===== src/rtl/scan_chain_driver_pkg.sv =====
// Shared types for the scan chain driver: FSM state encoding and the
// width of the optional response fail counter.
package scan_chain_driver_pkg;

    typedef enum logic [1:0] {
        IDLE    = 2'd0,
        SHIFT   = 2'd1,
        CAPTURE = 2'd2,
        FLUSH   = 2'd3
    } state_e;

    localparam int FAIL_CNT_W = 16;

endpackage


===== src/rtl/scan_shift_reg.sv =====
// Pattern serializer (PISO, MSB first onto SI) paired with the response
// deserializer (SIPO from SO), sharing one bit-position counter.
module scan_shift_reg #(
    parameter  int CHAIN_LEN = 16,
    localparam int CNT_W     = $clog2(CHAIN_LEN)
) (
    input  logic                 CLK,
    input  logic                 RN,
    input  logic                 load_i,
    input  logic                 clr_i,
    input  logic                 shift_i,
    input  logic [CHAIN_LEN-1:0] pat_i,
    input  logic                 so_i,
    output logic                 si_o,
    output logic                 cnt_last_o,
    output logic [CHAIN_LEN-1:0] unload_o,
    output logic [CHAIN_LEN-1:0] unload_next_o
);

    logic [CHAIN_LEN-1:0] piso_q, piso_d;
    logic [CHAIN_LEN-1:0] unload_q, unload_d;
    logic [CNT_W-1:0]     cnt_q, cnt_d;
    logic                 si_q, si_d;

    // The first SO sample (chain position CHAIN_LEN-1) ends up in the MSB.
    assign unload_next_o = {unload_q[CHAIN_LEN-2:0], so_i};

    always_comb begin
        piso_d   = piso_q;
        unload_d = unload_q;
        cnt_d    = cnt_q;
        si_d     = si_q;
        if (load_i) begin
            si_d   = pat_i[CHAIN_LEN-1];
            piso_d = {pat_i[CHAIN_LEN-2:0], 1'b0};
            cnt_d  = '0;
        end else if (clr_i) begin
            si_d   = 1'b0;
            piso_d = '0;
            cnt_d  = '0;
        end else if (shift_i) begin
            si_d     = piso_q[CHAIN_LEN-1];
            piso_d   = {piso_q[CHAIN_LEN-2:0], 1'b0};
            unload_d = unload_next_o;
            cnt_d    = cnt_q + 1'b1;
        end
    end

    always_ff @(posedge CLK or negedge RN) begin
        if (!RN) begin
            si_q  <= 1'b0;
            cnt_q <= '0;
        end else begin
            si_q  <= si_d;
            cnt_q <= cnt_d;
        end
    end

    always_ff @(posedge CLK) begin
        piso_q   <= piso_d;
        unload_q <= unload_d;
    end

    assign si_o       = si_q;
    assign cnt_last_o = (cnt_q == CNT_W'(CHAIN_LEN - 1));
    assign unload_o   = unload_q;

endmodule


===== src/rtl/scan_chain_driver.sv =====
// Scan chain tester engine: load pattern, capture, unload while the next
// pattern loads. Define SCAN_CHAIN_DRIVER_CMP_EN for expected-response compare.
module scan_chain_driver
    import scan_chain_driver_pkg::*;
#(
    parameter int CHAIN_LEN = 16
) (
    input  logic                  CLK,
    input  logic                  RN,
    input  logic                  pat_valid,
    output logic                  pat_ready,
    input  logic [CHAIN_LEN-1:0]  pat_data,
    input  logic                  pat_last,
    output logic                  SE,
    output logic                  SI,
    input  logic                  SO,
    output logic                  chain_clk_en,
    output logic                  resp_valid,
    input  logic                  resp_ready,
    output logic [CHAIN_LEN-1:0]  resp_data,
    output logic                  busy
`ifdef SCAN_CHAIN_DRIVER_CMP_EN
    ,
    input  logic [CHAIN_LEN-1:0]  pat_exp,
    output logic                  resp_mismatch,
    output logic [FAIL_CNT_W-1:0] resp_fail_cnt
`endif
);

    state_e               state_q, state_d;
    logic                 last_q, last_d;
    logic                 have_cap_q, have_cap_d;
    logic                 resp_valid_q, resp_valid_d;
    logic [CHAIN_LEN-1:0] resp_data_q, resp_data_d;
    logic                 pat_ready_q, pat_ready_d;
    logic                 se_q, se_d;
    logic                 clk_en_q, clk_en_d;

    logic                 load, clr, shift;
    logic                 cnt_last;
    logic [CHAIN_LEN-1:0] unload, unload_next;

    scan_shift_reg #(
        .CHAIN_LEN (CHAIN_LEN)
    ) u_shift (
        .CLK           (CLK),
        .RN            (RN),
        .load_i        (load),
        .clr_i         (clr),
        .shift_i       (shift),
        .pat_i         (pat_data),
        .so_i          (SO),
        .si_o          (SI),
        .cnt_last_o    (cnt_last),
        .unload_o      (unload),
        .unload_next_o (unload_next)
    );

    always_comb begin
        state_d      = state_q;
        last_d       = last_q;
        have_cap_d   = have_cap_q;
        resp_valid_d = resp_valid_q;
        resp_data_d  = resp_data_q;
        load         = 1'b0;
        clr          = 1'b0;
        shift        = 1'b0;

        if (resp_valid_q && resp_ready) begin
            resp_valid_d = 1'b0;
        end

        unique case (state_q)
            IDLE: begin
                if (pat_valid && pat_ready_q) begin
                    load    = 1'b1;
                    last_d  = pat_last;
                    state_d = SHIFT;
                end
            end
            SHIFT: begin
                shift = 1'b1;
                if (cnt_last) begin
                    state_d = CAPTURE;
                end
            end
            CAPTURE: begin
                // Unload now holds the previous pattern's capture.
                if (have_cap_q) begin
                    resp_data_d  = unload;
                    resp_valid_d = 1'b1;
                end
                have_cap_d = 1'b1;
                if (last_q) begin
                    clr     = 1'b1;
                    state_d = FLUSH;
                end else begin
                    state_d = IDLE;
                end
            end
            FLUSH: begin
                if (!resp_valid_q) begin
                    shift = 1'b1;
                    if (cnt_last) begin
                        resp_data_d  = unload_next;
                        resp_valid_d = 1'b1;
                        have_cap_d   = 1'b0;
                        state_d      = IDLE;
                    end
                end
            end
            default: state_d = IDLE;
        endcase

        // Chain-facing controls are registered from the next state so they
        // line up with the cycle the FSM spends in that state.
        pat_ready_d = (state_d == IDLE) && !resp_valid_d;
        se_d        = (state_d == SHIFT) || ((state_d == FLUSH) && !resp_valid_d);
        clk_en_d    = se_d || (state_d == CAPTURE);
    end

    always_ff @(posedge CLK or negedge RN) begin
        if (!RN) begin
            state_q      <= IDLE;
            last_q       <= 1'b0;
            have_cap_q   <= 1'b0;
            resp_valid_q <= 1'b0;
            resp_data_q  <= '0;
            pat_ready_q  <= 1'b0;
            se_q         <= 1'b0;
            clk_en_q     <= 1'b0;
        end else begin
            state_q      <= state_d;
            last_q       <= last_d;
            have_cap_q   <= have_cap_d;
            resp_valid_q <= resp_valid_d;
            resp_data_q  <= resp_data_d;
            pat_ready_q  <= pat_ready_d;
            se_q         <= se_d;
            clk_en_q     <= clk_en_d;
        end
    end

    assign pat_ready    = pat_ready_q;
    assign SE           = se_q;
    assign chain_clk_en = clk_en_q;
    assign resp_valid   = resp_valid_q;
    assign resp_data    = resp_data_q;
    assign busy         = (state_q != IDLE);

`ifdef SCAN_CHAIN_DRIVER_CMP_EN
    logic [CHAIN_LEN-1:0]  exp_q, cap_exp_q, resp_exp_q;
    logic [FAIL_CNT_W-1:0] fail_cnt_q;
    logic                  resp_set;

    function automatic logic [FAIL_CNT_W-1:0] sat_inc(input logic [FAIL_CNT_W-1:0] v);
        return (&v) ? v : v + 1'b1;
    endfunction

    // A response is only ever raised from an empty response slot.
    assign resp_set = resp_valid_d && !resp_valid_q;

    // Expected value follows the pattern: accept -> capture -> response.
    always_ff @(posedge CLK) begin
        if (load) begin
            exp_q <= pat_exp;
        end
        if (state_q == CAPTURE) begin
            cap_exp_q <= exp_q;
        end
        if (resp_set) begin
            resp_exp_q <= cap_exp_q;
        end
    end

    assign resp_mismatch = resp_valid_q && (|(resp_data_q ^ resp_exp_q));

    always_ff @(posedge CLK or negedge RN) begin
        if (!RN) begin
            fail_cnt_q <= '0;
        end else if (resp_valid_q && resp_ready && resp_mismatch) begin
            fail_cnt_q <= sat_inc(fail_cnt_q);
        end
    end

    assign resp_fail_cnt = fail_cnt_q;
`endif

endmodule


===== config.mk =====
export PLATFORM = sky130hd
export DESIGN_NAME = scan_chain_driver
export DESIGN_NICKNAME = d
export VERILOG_FILES = /design/src/rtl/scan_chain_driver_pkg.sv /design/src/rtl/scan_shift_reg.sv /design/src/rtl/scan_chain_driver.sv
export SDC_FILE = /design/constraint.sdc
export NUM_CORES = 1
export LEC_CHECK = 0
export ABC_CLOCK_PERIOD_IN_PS = 2250
export CAP_MARGIN = 10
export CORE_MARGIN = 1.5
export CORE_UTILIZATION = 55
export CTS_BUF_LIST = sky130_fd_sc_hd__clkbuf_4
export DETAILED_ROUTE_END_ITERATION = 7
export PLACE_DENSITY = 0.82
export SYNTH_ARGS = -nofsm -noshare
export SYNTH_HDL_FRONTEND = slang
export SYNTH_HIERARCHICAL = 1
export SYNTH_SLANG_ARGS = --single-unit

===== constraint.sdc =====
create_clock -name CLK -period 2.25 [get_ports CLK]
set_input_delay 0.225 -clock CLK [delete_from_list [all_inputs] [get_ports CLK]]
set_output_delay 0.225 -clock CLK [all_outputs]
set_load 0.02 [all_outputs]

==> results of run 1 <==
-- report_power, final --
part / internal [mW] / leakage (nW) / total (mW) / switching [mW]
logic: 0.689 / 0.623 / 1.37 / 0.682
clock network: 0.385 / 0.0794 / 0.741 / 0.356
registers: 1.79 / 0.684 / 2.09 / 0.303
total: 2.86 / 1.39 / 4.20 / 1.34
-- worst max path at each step --
stage	start	endpoint	slack (ns)	cells past startpoint
5_1_grt	state_q[1]	u_shift/unload_o[3]	0.18	6
2_1_floorplan	state_q[1]	u_shift/unload_o[0]	0.19	6
3_5_place_dp	state_q[0]	u_shift/piso_q[6]	0.26	3
6_report	state_q[0]	u_shift/piso_q[15]	0.26	3
4_1_cts	state_q[0]	busy	0.24	2
3_3_place_gp	state_q[0]	u_shift/piso_q[9]	0.31	3
-- placed cells by master, fill, tap and decap left out, types with 2 or more instances in the layout --
cell type,synthesis,routed
nand3b_1,2,2
and2_1,3,3
inv_1,3,3
buf_4,17,6
dfrtp_1,29,29
a21oi_1,3,3
o21ai_1,2,2
nand2_1,20,20
mux2_2,2,2
mux2i_1,18,18
clkbuf_4,1,13
clkdlybuf4s50_1,0,43
a22o_1,13,13
nor2_1,3,3
mux2_4,2,2
edfxtp_1,31,31
o21ai_0,16,16
-- metrics by stage --
step                utilization [%]  instances  total power [mW]  worst slack, ns
floorplan                         -        196              3.17            0.193
global placement               64.4        273              3.42            0.313
detailed placement             64.4        273              3.49            0.263
CTS                            67.3        289              4.23            0.242
global route                   67.3        289              4.47            0.182
finish                         67.3        289              4.20            0.258
-- cell families after synthesis --
logic type,share of synthesized area (%)
AO/OA/AOI/OAI,11.0
adder cells (fa/ha/maj),0.474
AND/OR/NAND/NOR,9.34
flip-flops,62.8
multiplexers,8.82
XOR/XNOR,0.332
buffers and inverters,7.30
-- flip-flops by register name, indices dropped and copies added, names as in the netlist --
name	flops
have_cap_q	1
resp_data	16
u_shift/si_o	1
last_q	1
u_shift/unload_o	16
pat_ready	1
resp_valid	1
state_q	2
u_shift/cnt_q	4
chain_clk_en	1
SE	1
u_shift/piso_q	15
-- final cells by class --
cell class / instances / share of cell area, %
Multi-Input combinational cell: 107 / 25.2
Clock inverter: 3 / 1.24
Inverter: 3 / 0.359
Sequential cell: 60 / 52.8
Tap cell: 54 / 2.15
Timing Repair Buffer: 49 / 15.2
Clock buffer: 13 / 3.11
-- worst reg2reg max path, stage by stage (launching register included) --
cell and delay, ns:
dfrtp_1 0.54, and2b_4 0.26, and2_1 0.21, or3_1 0.65
-- per-layer routing --
| metal | vias up | wire, µm | global-route usage, % |
|---|---|---|---|
| met5 | - | 0 | 0 |
| met4 | 0 | 75 | 10.1 |
| met3 | 7 | 171 | 4.58 |
| met2 | 41 | 2000 | 28.5 |
| met1 | 743 | 2010 | 24.7 |
| li1 | 768 | - | - |
==> impl_metrics.json, run 1 <==
{
  "run_status": "complete, no violations",
  "cts_made_buffers": 9,
  "cts-root-buf": "clkbuf_4",
  "synthesis.area_um2": 2640,
  "drc": 0,
  "clockBufferDepth": 2,
  "synthTopCellsByArea": "edfxtp_1 (35%), dfrtp_1 (28%), mux2i_1 (6.8%)",
  "antennaDiodeCount": 0,
  "maxCapViolCount": 0,
  "synth.distinct_cells": 42,
  "antenna_found_initial": 0,
  "worstPathArrival_ns": 2.03,
  "r2r_setup_slack_ns": 0.26,
  "vias_per_cell": 5.39,
  "rows": 25,
  "hold_class": "in -> async",
  "crit_required_ns": 2.29,
  "slowest_stage": "or3_1",
  "syn_nets": 219,
  "wl_per_cell_um": 14.7,
  "place.detailed.hpwl_um": 2920,
  "clock-sinks": 60,
  "path_class": "reg -> reg",
  "finalHoldViolations": 0,
  "synth_ff_type": "edfxtp_1",
  "cp_max_fo": 15,
  "critPathTopFamily": "simple AND/OR/NAND/NOR gates",
  "path_cells": "and2b_4 -> and2_1 -> or3_1",
  "port_buffers": 43,
  "initial_core_util_pct": 56.6,
  "cp-end-kind": "flip-flop",
  "ir_worst_vdd_mv": 0.795,
  "path_buf_inv": 0,
  "reg2reg_from": "state_q[0]",
  "fin_tns_setup_ns": 0,
  "r2r.worst_path.cells": 3,
  "async_reset_ff_share_pct": 48.3,
  "max-slew-margin-rel_pct": 57.5,
  "ctsHoldBuffers": 0,
  "fin_crit_sh_pct": 88.5,
  "finalNetCount": 253,
  "fin_crit_ns": 1.99,
  "grtUsageTotal_pct": 18.6,
  "post_cts_resized": 0,
  "grt_pass1_vias": 1536,
  "ioPinCount": 44,
  "crit_path_start_kind": "flip-flop",
  "yosys-top-cells-count": "edfxtp_1 (31), dfrtp_1 (29), nand2_1 (20)",
  "cts-htree-levels": 3,
  "clk_pin_slew_ns": 0.09,
  "insertion_delay_ns": 0.39,
  "cpPeakStageDelay_ns": 0.65,
  "layout-drive-gt1-share_pct": 15.3,
  "synth_cells": 196,
  "p_leak_nw": 1.39,
  "n_fill_cell": 338,
  "seq_area_frac_synth_pct": 62.8,
  "synth_top_cell_by_area": "edfxtp_1",
  "vias": 1559,
  "fin_area_um2": 3140,
  "rsz0062_at_grt": "false",
  "synth.most_common_cell": "edfxtp_1",
  "syn_area_per_cell_um2": 13.5,
  "grt_max_degree": 33,
  "coreArea_um2": 4660,
  "drtPass1Iterations": 4,
  "place.gp.congestion": 0.751,
  "worst_slew_pin_slew_ns": 0.637,
  "drtIter0Drc": 68,
  "synth_edf_count": 31,
  "finalSetupViolations": 0,
  "die_x_um": 72.3,
  "cts_tree": "done",
  "place_area_um2": 3000,
  "yosysWarnings": 6,
  "max_freq_mhz": 502,
  "ant_nets": 0,
  "overflow": 0,
  "power.density_nw_per_um2": 1340,
  "seqCellArea_um2": 1660,
  "area_delta_synth_final_pct": 18.9,
  "die_area_um2": 5220,
  "whs_ns": 0.218,
  "r2r-end": "u_shift/piso_q[15]",
  "wl_um": 4260,
  "maxSlewViolCount": 0,
  "ys_seq_elements": 60,
  "fp.dieH_um": 72.3,
  "post_cts_buffers": 0,
  "grt_pass1_wl_um": 7160,
  "synthDominantCellAreaShare_pct": 35.3,
  "fin_worst_skew_ns": 0.0157,
  "multiInputGateArea_um2": 790
}
No activity file was read; power rests on OpenSTA's default activity.
==> run 2: changes to the inputs <==
--- a/config.mk
+++ b/config.mk
@@ -5,13 +5,12 @@
 export SDC_FILE = /design/constraint.sdc
 export NUM_CORES = 1
 export LEC_CHECK = 0
-export ABC_CLOCK_PERIOD_IN_PS = 2250
+export ABC_CLOCK_PERIOD_IN_PS = 2440
 export CAP_MARGIN = 10
 export CORE_MARGIN = 1.5
-export CORE_UTILIZATION = 55
+export CORE_UTILIZATION = 35
 export CTS_BUF_LIST = sky130_fd_sc_hd__clkbuf_4
 export DETAILED_ROUTE_END_ITERATION = 7
-export PLACE_DENSITY = 0.82
 export SYNTH_ARGS = -nofsm -noshare
 export SYNTH_HDL_FRONTEND = slang
 export SYNTH_HIERARCHICAL = 1
==> constraint.sdc (replaced) <==
create_clock -name CLK -period 2.44 [get_ports CLK]
set_input_delay 0.244 -clock CLK [delete_from_list [all_inputs] [get_ports CLK]]
set_output_delay 0.244 -clock CLK [all_outputs]
set_load 0.02 [all_outputs]
==> impl_metrics.json, run 2 (synthesis gave the netlist of run 1 again) <==
{
  "run_status": "complete, no violations",
  "ant_nets": 0,
  "worstPathArrival_ns": 1.79,
  "fin_tns_setup_ns": 0,
  "die_area_um2": 8070,
  "max-slew-margin-rel_pct": 59.5,
  "dp.cells": 318,
  "initial_core_util_pct": 36.2,
  "fin_crit_sh_pct": 83.3,
  "stdcell_count": 334,
  "drc": 0,
  "crit_path_start_kind": "flip-flop",
  "n_fill_cell": 722,
  "place.detailed.hpwl_um": 2980,
  "finalHoldViolations": 0,
  "grt_pass1_vias": 1521,
  "place.gp.congestion": 0.694,
  "clock-sinks": 60,
  "clockBufferDepth": 2,
  "slowest_stage": "clkdlybuf4s50_1",
  "fin_worst_skew_ns": 0.00970,
  "seqCellArea_um2": 1660,
  "cts_made_buffers": 9,
  "setup_slack_ns": 0.407,
  "antennaDiodeCount": 0,
  "vias": 1565,
  "wl_um": 4480,
  "post_cts_resized": 0,
  "max_freq_mhz": 492,
  "layout_commonest_cell": "clkdlybuf4s50_1",
  "total_power_mw": 3.75,
  "whs_ns": 0.238,
  "cts_tree": "done",
  "ioPinCount": 44,
  "overflow": 0,
  "post_cts_buffers": 0,
  "final_util_pct": 43.4,
  "crit_required_ns": 2.20,
  "finalSetupViolations": 0,
  "fp.dieH_um": 89.8,
  "critPathTopFamily": "buffers and inverters",
  "drtIter0Drc": 71,
  "vias_per_cell": 4.69,
  "r2r_setup_slack_ns": 0.45,
  "antenna_found_initial": 0,
  "r2r-end": "u_shift/piso_q[4]",
  "grt_pass1_wl_um": 7560,
  "rsz0062_at_grt": "false",
  "fin_crit_ns": 2.03,
  "coreArea_um2": 7290,
  "grtUsageTotal_pct": 12.1,
  "layout-drive-gt1-share_pct": 15.3,
  "pre_cts_ws_ns": 0.447,
  "cpPeakStageDelay_ns": 0.62,
  "fin_area_um2": 3170,
  "cts-htree-levels": 3,
  "maxCapViolCount": 0,
  "cp-end-kind": "output pin",
  "insertion_delay_ns": 0.39,
  "wl_per_cell_um": 13.4,
  "drtPass1Iterations": 4,
  "cts-root-buf": "clkbuf_4",
  "ctsHoldBuffers": 0,
  "final_cell_mix": "clkdlybuf4s50_1 (43), edfxtp_1 (31), dfrtp_1 (29), nand2_1 (20), mux2i_1 (18)",
  "rows": 31,
  "place_area_um2": 3060,
  "power.density_nw_per_um2": 1180,
  "p_leak_nw": 1.37,
  "path_class": "reg -> out",
  "clk_pin_slew_ns": 0.10,
  "path_cells": "or2_1 -> clkdlybuf4s50_1",
  "grt_max_degree": 33,
  "multiInputGateArea_um2": 790,
  "path_buf_inv": 1,
  "r2r.worst_path.cells": 3,
  "ir_worst_vdd_mv": 0.378,
  "worst_slew_pin_slew_ns": 0.608,
  "area_delta_synth_final_pct": 20.1,
  "finalNetCount": 253,
  "maxSlewViolCount": 0,
  "hold_class": "in -> async",
  "reg2reg_from": "state_q[0]",
  "cp_max_fo": 9,
  "die_x_um": 89.8,
  "port_buffers": 43
}
-- run 2: worst max-delay path by stage --
stage / from / to / slack [ns] / cells past startpoint
3_3_place_gp: state_q[0] / u_shift/piso_q[8] / 0.49 / 3
5_1_grt: state_q[0] / u_shift/piso_q[10] / 0.28 / 3
6_report: state_q[0] / busy / 0.41 / 2
3_5_place_dp: state_q[0] / u_shift/piso_q[8] / 0.45 / 3
4_1_cts: state_q[0] / busy / 0.36 / 2
2_1_floorplan: state_q[1] / u_shift/unload_o[0] / 0.38 / 6
-- run 2: final cells by class --
type / count / share of cell area (%)
inverter: 3 / 0.355
sequential: 60 / 52.3
clock buffer: 11 / 2.61
tap: 99 / 3.91
clock inverter: 5 / 0.908
timing repair buffer: 49 / 15.0
multi-input combinational: 107 / 24.9
-- run 2: power breakdown --
group / switching, mW / internal, mW
combinational: 0.623 / 0.635
clock: 0.355 / 0.226
sequential: 0.266 / 1.65
-- run 2: per-layer routing --
layer	up-vias	wire [µm]	part of all wire (%)	track usage (%)
met5	-	0	0	0
met4	0	91	2.0	6.75
met3	10	187	4.2	3.64
met2	35	2040	46	17.4
met1	757	2160	48	16.3
li1	763	-	-	-
